===== config.mk =====
export PLATFORM = sky130hd
export DESIGN_NAME = ext_block_responder
export DESIGN_NICKNAME = d
export VERILOG_FILES = /design/src/rtl/ext_responder_pkg.sv /design/src/rtl/ext_resp_fifo.sv /design/src/rtl/ext_block_responder.sv
export SDC_FILE = /design/constraint.sdc
export NUM_CORES = 1
export LEC_CHECK = 0
export CAP_MARGIN = 10
export CORE_ASPECT_RATIO = 0.8
export CORE_MARGIN = 2
export CORE_UTILIZATION = 51
export DETAILED_ROUTE_END_ITERATION = 10
export PLACE_DENSITY_LB_ADDON = 0.3
export SLEW_MARGIN = 20
export SYNTH_ARGS = -nofsm -noshare
export SYNTH_HDL_FRONTEND = slang
export SYNTH_SLANG_ARGS = --single-unit

===== constraint.sdc =====
create_clock -name clk -period 25.3 [get_ports clk]
set_clock_uncertainty 0.1 [all_clocks]
set_input_delay 5.06 -clock clk [delete_from_list [all_inputs] [get_ports clk]]
set_output_delay 5.06 -clock clk [all_outputs]
set_load 0.01 [all_outputs]

===== src/rtl/ext_responder_pkg.sv =====
// Shared types and sizing helpers for the external-block responder.
// Response entries carry a fixed-width data field; narrower stores zero-extend into it.
package ext_responder_pkg;

    localparam int RESP_DATA_MAX = 64;

    typedef struct packed {
        logic                     is_wr;
        logic [RESP_DATA_MAX-1:0] rdata;
    } resp_t;

    // Number of byte-offset bits dropped from a byte address to reach a word address.
    function automatic int byte_off_width(input int data_width);
        return (data_width <= 8) ? 0 : $clog2(data_width / 8);
    endfunction

    // Width of the word index into the backing store (at least one bit).
    function automatic int word_idx_width(input int n_words);
        return (n_words <= 2) ? 1 : $clog2(n_words);
    endfunction

endpackage


===== src/rtl/ext_resp_fifo.sv =====
// Synchronous response FIFO with asynchronous reset on its pointers and occupancy.
// A push into a full FIFO is accepted only when a pop happens in the same cycle.
module ext_resp_fifo
    import ext_responder_pkg::*;
#(
    parameter int DEPTH = 4
) (
    input  logic                 clk,
    input  logic                 rst,
    input  logic                 push,
    input  resp_t                push_data,
    input  logic                 pop,
    output resp_t                head,
    output logic                 full,
    output logic                 empty,
    output logic [$clog2(DEPTH):0] count
);

    localparam int AW = $clog2(DEPTH);

    resp_t          store [DEPTH];
    logic [AW-1:0]  wr_ptr;
    logic [AW-1:0]  rd_ptr;
    logic           do_push;
    logic           do_pop;

    assign empty   = (count == '0);
    assign full    = (count == (AW+1)'(DEPTH));
    assign do_pop  = pop && !empty;
    assign do_push = push && (!full || do_pop);
    assign head    = store[rd_ptr];

    always_ff @(posedge clk or posedge rst) begin
        if (rst) begin
            wr_ptr <= '0;
            rd_ptr <= '0;
            count  <= '0;
        end else begin
            if (do_push) begin
                wr_ptr <= wr_ptr + 1'b1;
            end
            if (do_pop) begin
                rd_ptr <= rd_ptr + 1'b1;
            end
            count <= count + (AW+1)'(do_push) - (AW+1)'(do_pop);
        end
    end

    // Payload storage needs no reset: entries are only read once count says they are live.
    always_ff @(posedge clk) begin
        if (do_push) begin
            store[wr_ptr] <= push_data;
        end
    end

endmodule


===== src/rtl/ext_block_responder.sv =====
// Bench-side responder for a regblock external-block port: word store, fixed-latency
// delay line, throttleable in-order response FIFO with same-cycle bypass when idle.
module ext_block_responder
    import ext_responder_pkg::*;
#(
    parameter int ADDR_WIDTH = 8,
    parameter int DATA_WIDTH = 32,
    parameter int N_WORDS    = 16,
    parameter int LATENCY    = 2,
    parameter int FIFO_DEPTH = 4
) (
    input  logic                                  clk,
    input  logic                                  rst,
    input  logic                                  req,
    input  logic [ADDR_WIDTH-1:0]                 addr,
    input  logic                                  req_is_wr,
    input  logic [DATA_WIDTH-1:0]                 wr_data,
    input  logic [DATA_WIDTH-1:0]                 wr_biten,
    input  logic                                  hold,
    output logic                                  rd_ack,
    output logic [DATA_WIDTH-1:0]                 rd_data,
    output logic                                  wr_ack,
    output logic [$clog2(FIFO_DEPTH+LATENCY):0]   pending,
    output logic                                  overflow
);

    localparam int OFF_W = byte_off_width(DATA_WIDTH);
    localparam int IDX_W = word_idx_width(N_WORDS);
    localparam int PW    = $clog2(FIFO_DEPTH + LATENCY) + 1;

    logic [DATA_WIDTH-1:0] mem [N_WORDS];
    logic [IDX_W-1:0]      word_idx;

    logic [LATENCY-1:0]    dl_valid;
    logic [LATENCY-1:0]    dl_is_wr;
    logic [DATA_WIDTH-1:0] dl_rdata [LATENCY];

    resp_t                 emit_entry;
    logic                  emit_valid;
    resp_t                 fifo_head;
    resp_t                 ack_entry;
    logic                  fifo_full;
    logic                  fifo_empty;
    logic [$clog2(FIFO_DEPTH):0] fifo_count;
    logic                  fifo_push;
    logic                  fifo_pop;
    logic                  bypass;
    logic                  drop;
    logic                  ack_now;
    logic                  unused_bits;

    // Modulo N_WORDS falls out of keeping only the low index bits of the word address.
    assign word_idx = addr[OFF_W +: IDX_W];

    always_ff @(posedge clk or posedge rst) begin
        if (rst) begin
            for (int i = 0; i < N_WORDS; i++) begin
                mem[i] <= '0;
            end
        end else if (req && req_is_wr) begin
            mem[word_idx] <= (mem[word_idx] & ~wr_biten) | (wr_data & wr_biten);
        end
    end

    // Read data is sampled from mem before any same-edge update lands.
    always_ff @(posedge clk or posedge rst) begin
        if (rst) begin
            dl_valid <= '0;
            dl_is_wr <= '0;
            for (int i = 0; i < LATENCY; i++) begin
                dl_rdata[i] <= '0;
            end
        end else begin
            dl_valid[0] <= req;
            dl_is_wr[0] <= req && req_is_wr;
            dl_rdata[0] <= (req && !req_is_wr) ? mem[word_idx] : '0;
            for (int i = 1; i < LATENCY; i++) begin
                dl_valid[i] <= dl_valid[i-1];
                dl_is_wr[i] <= dl_is_wr[i-1];
                dl_rdata[i] <= dl_rdata[i-1];
            end
        end
    end

    assign emit_valid = dl_valid[LATENCY-1];

    always_comb begin
        emit_entry                         = '0;
        emit_entry.is_wr                   = dl_is_wr[LATENCY-1];
        emit_entry.rdata[DATA_WIDTH-1:0]   = dl_rdata[LATENCY-1];
    end

    // Bypass only when nothing older is queued, so ordering is preserved.
    assign fifo_pop  = !hold && !fifo_empty;
    assign bypass    = emit_valid && fifo_empty && !hold;
    assign fifo_push = emit_valid && !bypass && (!fifo_full || fifo_pop);
    assign drop      = emit_valid && !bypass && fifo_full && !fifo_pop;
    assign ack_now   = fifo_pop || bypass;
    assign ack_entry = fifo_pop ? fifo_head : emit_entry;

    ext_resp_fifo #(
        .DEPTH (FIFO_DEPTH)
    ) u_fifo (
        .clk       (clk),
        .rst       (rst),
        .push      (fifo_push),
        .push_data (emit_entry),
        .pop       (fifo_pop),
        .head      (fifo_head),
        .full      (fifo_full),
        .empty     (fifo_empty),
        .count     (fifo_count)
    );

    always_ff @(posedge clk or posedge rst) begin
        if (rst) begin
            rd_ack   <= 1'b0;
            wr_ack   <= 1'b0;
            rd_data  <= '0;
            pending  <= '0;
            overflow <= 1'b0;
        end else begin
            rd_ack   <= ack_now && !ack_entry.is_wr;
            wr_ack   <= ack_now && ack_entry.is_wr;
            rd_data  <= (ack_now && !ack_entry.is_wr) ? ack_entry.rdata[DATA_WIDTH-1:0] : '0;
            pending  <= pending + PW'(req) - PW'(ack_now) - PW'(drop);
            overflow <= overflow || drop;
        end
    end

    assign unused_bits = ^{addr, ack_entry.rdata, fifo_count};

endmodule

---- Word-level counts from Yosys, hierarchy flattened ----
Memories as Yosys holds them, arrays and structs flattened.
Cells that the tools add are included.
cells by class
  add/sub/neg operators ................... 7
  $lt $le $gt $ge ......................... 2
  equality and inequality tests ........... 1
  muxes and demuxes ....................... 11
  bitwise logic cells ..................... 5
  reductions and logical operators ........ 26
operators with widths
  cell                                                                   number
  512-bit bitwise mux                                                    1
  32-bit 2-to-1 mux                                                      5
  32-bit binary-select mux with 4-bit select                             1
  32-bit demux with 4-bit select                                         1
  65-bit 2-to-1 mux                                                      1
  32-bit AND                                                             2
  32-bit NOT                                                             1
  32-bit OR                                                              1
  1-bit logical AND                                                      14
  4-bit by 1-bit subtractor with 4-bit output                            2
  1-bit logical NOT                                                      7
  5-bit greater-or-equal comparator (second input constant)              1
  5-bit by 1-bit < comparator with 1-bit output (second input constant)  1
  4-bit NOT with 5-bit output                                            1
  2-bit by 1-bit adder with 2-bit output (second input constant)         2
  4-bit by 1-bit adder with 4-bit output                                 1
  1-bit logical OR                                                       4
  3-bit by 1-bit adder with 3-bit output                                 1
  3-bit == test (second input constant)                                  1
  3-bit logical NOT                                                      1
  3-bit by 1-bit subtractor with 3-bit output                            1
  1-bit 2-to-1 mux                                                       2
word-level totals
  register bits ........................... 626
  memory bits (writable) .................. 132
  input bits .............................. 77
  output and inout port bits .............. 39
  logic and storage cells ................. 81
  memories ................................ 1
memories
  name          depth  bits a word  rd ports  clocked after Yosys merged registers in  wr ports  RTL line             RTL
  u_fifo.store  4      33           1         0                                        1         ext_resp_fifo.sv:21  resp_t store [DEPTH];

---- Longest topological paths before layout ----
Gate-level depths: netlist (run 1).
  depth in word-level cells ............... 9
  gate-level depth with buffers ........... 12
  gate-level depth less buffers ........... 12

---- Modules after synthesis ----
A second synthesis (run 1) with hierarchy kept.
unflattened totals
  cells, all modules ...................... 2969
  area total of the unflattened synthesis .. 37453.4 µm²
modules (own cells, without submodules)
  module               times used  cells each  area each (µm²)  seq. area each (µm²)
  ext_block_responder  1           2593        27614.0          15489.9
  ext_resp_fifo        1           376         9839.4           7982.7

---- Worst setup path after synthesis (run 1) ----
No wires, ideal clock.
  path type ............................... input-to-reg
  start ................................... input port hold
  end ..................................... register u_fifo.count[2]
  setup time .............................. 0.124 ns
  arrival time ............................ 6.910 ns
  required time ........................... 25.076 ns
  setup slack ............................. 18.166 ns
  stages .................................. 10
  path buffers ............................ 2
  path through ............................ or2_2 -> clkbuf_1 -> clkinv_1 -> clkbuf_1 -> ha_1 -> inv_1 -> ha_1 -> fa_1 -> xor2_1 -> xnor2_1
between the ends
  elaborated cells between the ends (all ways) .. 12
  those cells by class .................... add/sub (2); reduce/logical (10)
RTL lines
  element                                        RTL line                   RTL
  start: declaration                             ext_block_responder.sv:19  input logic hold,
  1-bit logical NOT *                            ext_block_responder.sv:94  assign fifo_pop = !hold && !fifo_empty;
  1-bit logical AND *                            ext_block_responder.sv:94
  1-bit logical AND *                            ext_resp_fifo.sv:29        assign do_pop = pop && !empty;
  net u_fifo.do_pop                              ext_resp_fifo.sv:25        logic do_pop;
  1-bit logical OR                               ext_resp_fifo.sv:30        assign do_push = push && (!full || do_pop);
  1-bit logical AND                              ext_resp_fifo.sv:30
  3-bit by 1-bit adder with 3-bit output         ext_resp_fifo.sv:45        count <= count + (AW+1)'(do_push) - (AW+1)'(do_pop);
  3-bit by 1-bit subtractor with 3-bit output *  ext_resp_fifo.sv:45
  end signal: assignment                         ext_resp_fifo.sv:45
  end: declaration                               ext_resp_fifo.sv:16        output logic [$clog2(DEPTH):0] count
The timed path passes the listed nets; every way through them passes the cells marked *.
A chain may end at the register's enable or synchronous reset.

---- Worst setup path after layout (run 1) ----
  start ................................... input port addr[3]
  end ..................................... register mem[59] (netlist name)
between the ends
  word-level cells in the longest chain between the ends .. 7
  elaborated cells between the ends (all ways) .. 12
  those cells by class .................... order compare (2); mux (6); bitwise (3); reduce/logical (1)
ends and longest elaborated chain
  element                                                RTL line                   RTL
  start: declaration                                     ext_block_responder.sv:15  input logic [ADDR_WIDTH-1:0] addr,
  4-bit NOT with 5-bit output *                          ext_block_responder.sv:61  mem[word_idx] <= (mem[word_idx] & ~wr_biten) | (wr_data & wr_biten);
  32-bit binary-select mux with 4-bit select             ext_block_responder.sv:61
  32-bit 2-to-1 mux (implied by the code) (2 in series)  ext_block_responder.sv:61
  32-bit AND                                             ext_block_responder.sv:61
  32-bit OR                                              ext_block_responder.sv:61
  512-bit bitwise mux *                                  ext_block_responder.sv:61
  end signal: indexed assignment                         ext_block_responder.sv:61
  end: declaration                                       ext_block_responder.sv:31  logic [DATA_WIDTH-1:0] mem [N_WORDS];
Mark *: on every way between the ends. The rest lies on a longest branch, timed or not. The select of a mux whose other input is x is not followed.

==> flow_summary.toml, run 1 <==
[run_status]
outcome = "complete, no violations"

[cts]
cts_htree_levels = 3
cts_sinks = 758
clk_latency_ns = 0.62
cts-root-buf = "clkbuf_16"
tritoncts = "built"
clock_path_buffers = 3
post_cts_resized = 0
postCtsSetupBuffers = 0
clkSlewWorstSetupHoldPaths_ns = 0.06
cts_hold_buf = 0
numCtsBuffers = 74

[timing]
finalHoldViolCount = 0
worstMarginPinSlew_ns = 1.13
final.setup.worst_slack_ns = 16.42
maxSlewHeadroom_pct = 24.8
fin_setup_tns_ns = 0
finalSetupViolations = 0
fmax_mhz = 113
final-max-slew-violation-count = 0
fin_crit_sh_pct = 35.1
rsz0062_at_grt = "false"
period_minus_slack_ns = 8.88
holdWs_ns = 0.248

[placed_design]
place_congestion = 0.799
dp_hpwl_um = 47100
placed_area_um2 = 34200
io_buffers = 111
dp_slack_ns = 15.90
placed_cells = 3580

[routing]
vias_per_cell = 6.07
antenna_left = 0
drc = 0
wire_per_inst_um = 22.3
vias = 22571
drtIter0Drc = 2376
drt-pass1-iter-count = 6
wirelength_um = 82900

[pwr]
peakVddDrop_v = 0.0000625
leakagePower_nw = 15.4
power_mw = 3.51
p_per_area_nw_per_um2 = 95.4

[critical_path]
criticalPathCategory = "in -> reg"
critPathMostFrequentCell = "buf_4"
cp_slowest_cell = "buf_4"
cp.arrival_ns = 9.23
cpPeakStageDelay_ns = 0.95
worst-r2r-setup-slack_ns = 22.10
worst-path-buf-inv = 3
r2r_cells = 9
start_kind = "input port"
worstSetupEndpointType = "flip-flop"
worstPathCellList = "buf_8 -> buf_4 -> buf_4 -> mux2i_1 -> a22oi_1 -> a32oi_2 -> a31oi_1"
timing.rr.start = "u_fifo.count[2]"
startpoint = "addr[3]"
path_max_fanout = 97
required_ns = 25.65
critical_path.top_delay_family = "buffers and inverters"
timing.rr.end = "u_fifo.count[2]"

[floorplanning]
rows = 83
chipHeight_um = 231
core_area_um2 = 63900
dieArea_um2 = 66400
die_w_um = 288
io_pins = 116
start_util_pct = 51.4

[cells_and_area]
seq_area_um2 = 19600
syn_to_final_growth_pct = 12.0
fillers = 5119
multi_input_area_um2 = 12000
finalNetCount = 2896
final_cells = 3718
fin_area_um2 = 36700
post-route-util_pct = 57.5
drive_gt1_share_pct = 10.7

[hold_path]
holdPathEnd = "dl_rdata[6]"
min_path_type = "reg -> reg"
min_from = "dl_rdata[38]"
hold_depth = 0

[synth]
synth_top_family_by_area = "compound AO/OA/AOI/OAI gates"
synth_compound_area_share_pct = 14.7
synth_edf_count = 132
yosys.area_share.adder_pct = 0.526
async_flop_share_pct = 82.6
synth.distinct_cells = 43
synth_ff_type = "dfrtp_1"
muxShareOfSynthArea_pct = 10.1
ys_ff_latch = 758
synthCells = 2802
synth.avg_cell_area_um2 = 11.7
synthSimpleGateAreaFrac_pct = 10.9
synth_nets = 2891
ys_warn_count = 0
ys_seq_area_share_pct = 59.8
synth-xor-area-share_pct = 0.214
synthesis.area_um2 = 32800

[global_routing]
grt_usage_pct = 25.2
grt_pass1_wl_um = 129000
grt_max_degree = 197
first_global_vias = 22403
antenna_found_initial = 1
overflow = 0

[flow_run]
drv_cap = 0
==> layout by cell type, fill, tap and decap left out, types with 3 or more instances in the layout <==
cell type / instances
buf_6: 3
a32oi_2: 28
a31oi_1: 256
fa_1: 3
nor3_4: 4
nand2_1: 75
mux2i_1: 256
edfxtp_1: 132
nor2_1: 545
clkinv_1: 10
nand3_1: 33
dfrtp_1: 625
xnor2_1: 7
a41oi_2: 4
and2_1: 9
nand2b_1: 4
a22oi_2: 31
a22oi_1: 93
nand4b_1: 4
inv_1: 14
a21oi_1: 323
clkbuf_16: 79
buf_4: 38
bufinv_16: 6
clkbuf_1: 20
mux4_2: 33
nand4b_2: 32
clkinv_2: 10
nor2_4: 13
nand3b_1: 28
clkdlybuf4s50_1: 109
ha_1: 9
clkbuf_8: 9
==> area by class of cell <==
type,count,area share [%]
Antenna cell,1,0.00681
Clock inverter,28,0.783
Tap cell,850,2.90
Inverter,16,0.184
Timing Repair Buffer,153,4.01
Clock buffer,108,5.92
Multi-Input combinational cell,1804,32.8
Sequential cell,758,53.4
==> synth_stat cells (31+ instances only) <==
| library cell | instances | share of area (%) |
|---|---|---|
| a31oi_1 | 256 | 4.9 |
| nand4b_2 | 32 | 1.5 |
| buf_4 | 48 | 1.1 |
| nand3_1 | 33 | 0.50 |
| dfrtp_1 | 626 | 48 |
| a22oi_1 | 93 | 2.1 |
| clkbuf_1 | 99 | 1.1 |
| edfxtp_1 | 132 | 12 |
| mux4_2 | 33 | 2.3 |
| nor2_1 | 547 | 6.3 |
| a21oi_1 | 323 | 4.9 |
| nand2_1 | 75 | 0.86 |
| a22oi_2 | 31 | 1.2 |
| buf_2 | 62 | 0.95 |
| mux2i_1 | 256 | 7.8 |
==> flip-flops by register name, indices dropped and copies added (netlist names) <==
register,count
u_fifo.rd_ptr,2
u_fifo.store,132
rd_data,32
u_fifo.count,3
dl_rdata,64
overflow,1
u_fifo.wr_ptr,2
dl_valid,2
rd_ack,1
wr_ack,1
dl_is_wr,2
mem,512
pending,4
==> worst max-delay path by stage <==
stage	endpoint	slack [ns]	depth (start not counted)
after floorplan	dl_is_wr[0]	2.61	1
after global placement	mem[251]	16.02	7
after detailed placement	mem[27]	15.90	7
after CTS	mem[59]	16.54	7
after global routing	mem[219]	16.29	7
final	mem[59]	16.42	7
==> kinds of logic after synthesis <==
| logic type | count (synthesis) |
|---|---|
| DFF | 758 |
| and+or+nand+nor | 758 |
| AOI/OAI and AO/OA | 737 |
| buffers and inverters | 240 |
| xor gates and xnor gates | 8 |
| muxes | 289 |
| adders and majority gates | 12 |
==> layer usage <==
layer	GRT usage [%]	up-vias	routed length [µm]	share of wire, %
li1	-	10177	-	-
met1	35.8	11335	35300	43
met2	38.9	897	38100	46
met3	5.69	162	7260	8.8
met4	7.73	0	2220	2.7
met5	0	-	0	0
==> power breakdown <==
part | total (mW) | switching [mW] | internal (mW) | leakage (nW)
clock network | 1.12 | 0.459 | 0.658 | 1.20
registers | 1.66 | 0.136 | 1.53 | 8.91
logic | 0.724 | 0.403 | 0.321 | 5.25
total | 3.51 | 0.998 | 2.51 | 15.4
Power figures use the tool's default switching activity.
==> run 2, diff against run 1 <==
==> constraint.sdc (replaced) <==
create_clock -name clk -period 7.7 [get_ports clk]
set_clock_uncertainty 0.1 [all_clocks]
set_input_delay 1.54 -clock clk [delete_from_list [all_inputs] [get_ports clk]]
set_output_delay 1.54 -clock clk [all_outputs]
set_load 0.01 [all_outputs]
==> flow_summary.toml, run 2 (same netlist as run 1, synthesis figures left out) <==
[cts]
postCtsSetupBuffers = 0
clock_path_buffers = 3
clkSlewWorstSetupHoldPaths_ns = 0.06
numCtsBuffers = 76
cts_hold_buf = 0
cts-root-buf = "clkbuf_16"
post_cts_resized = 0
cts_sinks = 758
tritoncts = "built"
cts_htree_levels = 3
clk_latency_ns = 0.64

[routing]
drc = 0
wire_per_inst_um = 22.4
vias = 22685
drtIter0Drc = 2220
wirelength_um = 83400
vias_per_cell = 6.09
antenna_left = 0
drt-pass1-iter-count = 5

[critical_path]
start_kind = "input port"
startpoint = "addr[4]"
criticalPathCategory = "in -> reg"
worst-r2r-setup-slack_ns = 4.51
timing.rr.end = "u_fifo.count[2]"
required_ns = 8.06
cp.arrival_ns = 5.08
path_max_fanout = 43
timing.rr.start = "u_fifo.count[2]"
r2r_cells = 9
crit_path_end = "mem[283]"
worstSetupEndpointType = "flip-flop"

[cells_and_area]
syn_to_final_growth_pct = 12.8
final_cells = 3726
drive_gt1_share_pct = 11.1
final_common_cell = "dfrtp_1"
finalNetCount = 2906
regMostFlops = "mem"
top_regs = "mem (512), u_fifo.store (132), dl_rdata (64)"
largest_reg_flops = 512
mostFrequentLayoutCells = "dfrtp_1 (625), nor2_1 (545), a21oi_1 (323), mux2i_1 (256), a31oi_1 (256)"

[global_routing]
grt_pass1_wl_um = 131000
grt_max_degree = 212
overflow = 0
antenna_found_initial = 3
grt_usage_pct = 25.5
first_global_vias = 22782

[placed_design]
io_buffers = 111
placed_cells = 3588
place_congestion = 0.812
dp_hpwl_um = 48700

[pwr]
comb_power_share_pct = 20.6
leakagePower_nw = 15.5
peakVddDrop_v = 0.000174
cell_internal_pwr_mw = 8.29
p_sw_mw = 3.30
swShare_pct = 28.4
pwr-share-seq_pct = 47.1
p_clk_share_pct = 32.3
p_per_area_nw_per_um2 = 313

[timing]
holdWs_ns = 0.244
final-max-slew-violation-count = 0
rsz0062_at_grt = "false"
finalHoldViolCount = 0
worstMarginPinSlew_ns = 1.07
fmax_mhz = 212
fin_crit_sh_pct = 61.4
period_minus_slack_ns = 4.72
finalSetupViolations = 0
maxSlewHeadroom_pct = 28.4

[floorplanning]
chipHeight_um = 231
rows = 83
core_area_um2 = 63900
start_util_pct = 51.4
dieArea_um2 = 66400
io_pins = 116
die_w_um = 288

[flow_run]
drv_cap = 0

[run_status]
outcome = "complete, no violations"

[hold_path]
min_path_type = "reg -> reg"
==> run 2: how the worst min path moves through the flow <==
stage,from,endpoint,depth (start not counted)
after CTS,dl_rdata[62],dl_rdata[30],0
after global routing,dl_rdata[62],dl_rdata[30],0
final,dl_rdata[62],dl_rdata[30],0
after global placement,dl_rdata[48],dl_rdata[16],0
after detailed placement,dl_rdata[49],dl_rdata[17],0
after floorplan,dl_is_wr[0],dl_is_wr[1],0
==> run 2: final cells by class <==
class	count	area, µm²
diodes	2	5.00
clock buffers	110	2190
clock inverters	25	322
fillers	5034	26900
inverters	16	63.8
multi-input cells	1804	12000
flip-flops and latches	758	19600
well taps	850	1060
repair buffers	161	1690
==> run 2: worst max-delay path: stages <==
cell	delay (ns)
clkdlybuf4s50_1	0.96
and2_4	0.84
buf_4	0.55
a22oi_1	0.22
a32oi_2	0.74
a21oi_1	0.18
==> run 2: per-stage QoR <==
stage	util, %	power (mW)	setup TNS [ns]	instance area, µm²	worst slack [ns]
after floorplan	-	7.23	-1556.80	32800	-2.49
after global placement	53.7	7.74	0	34300	2.51
after detailed placement	53.9	7.92	0	34500	2.39
after CTS	57.9	11.7	0	37000	3.05
after global routing	57.9	12.2	0	37000	2.81
final	57.9	11.6	0	37000	2.98
==> run 2: per-layer routing <==
metal	track usage, %	share of wire, %
met3	5.89	7.6
met4	8.09	2.3
met2	39.3	47
met5	0	0.026
met1	36.0	43
==> run 2: power by group through the flow <==
stage / clock network [mW] / logic, mW / registers (mW)
3_5_place_dp: 0 / 2.38 / 5.53
4_1_cts: 3.80 / 2.40 / 5.46
6_report: 3.74 / 2.38 / 5.46
2_1_floorplan: 0 / 1.78 / 5.45
3_3_place_gp: 0 / 2.28 / 5.46
5_1_grt: 3.96 / 2.67 / 5.57
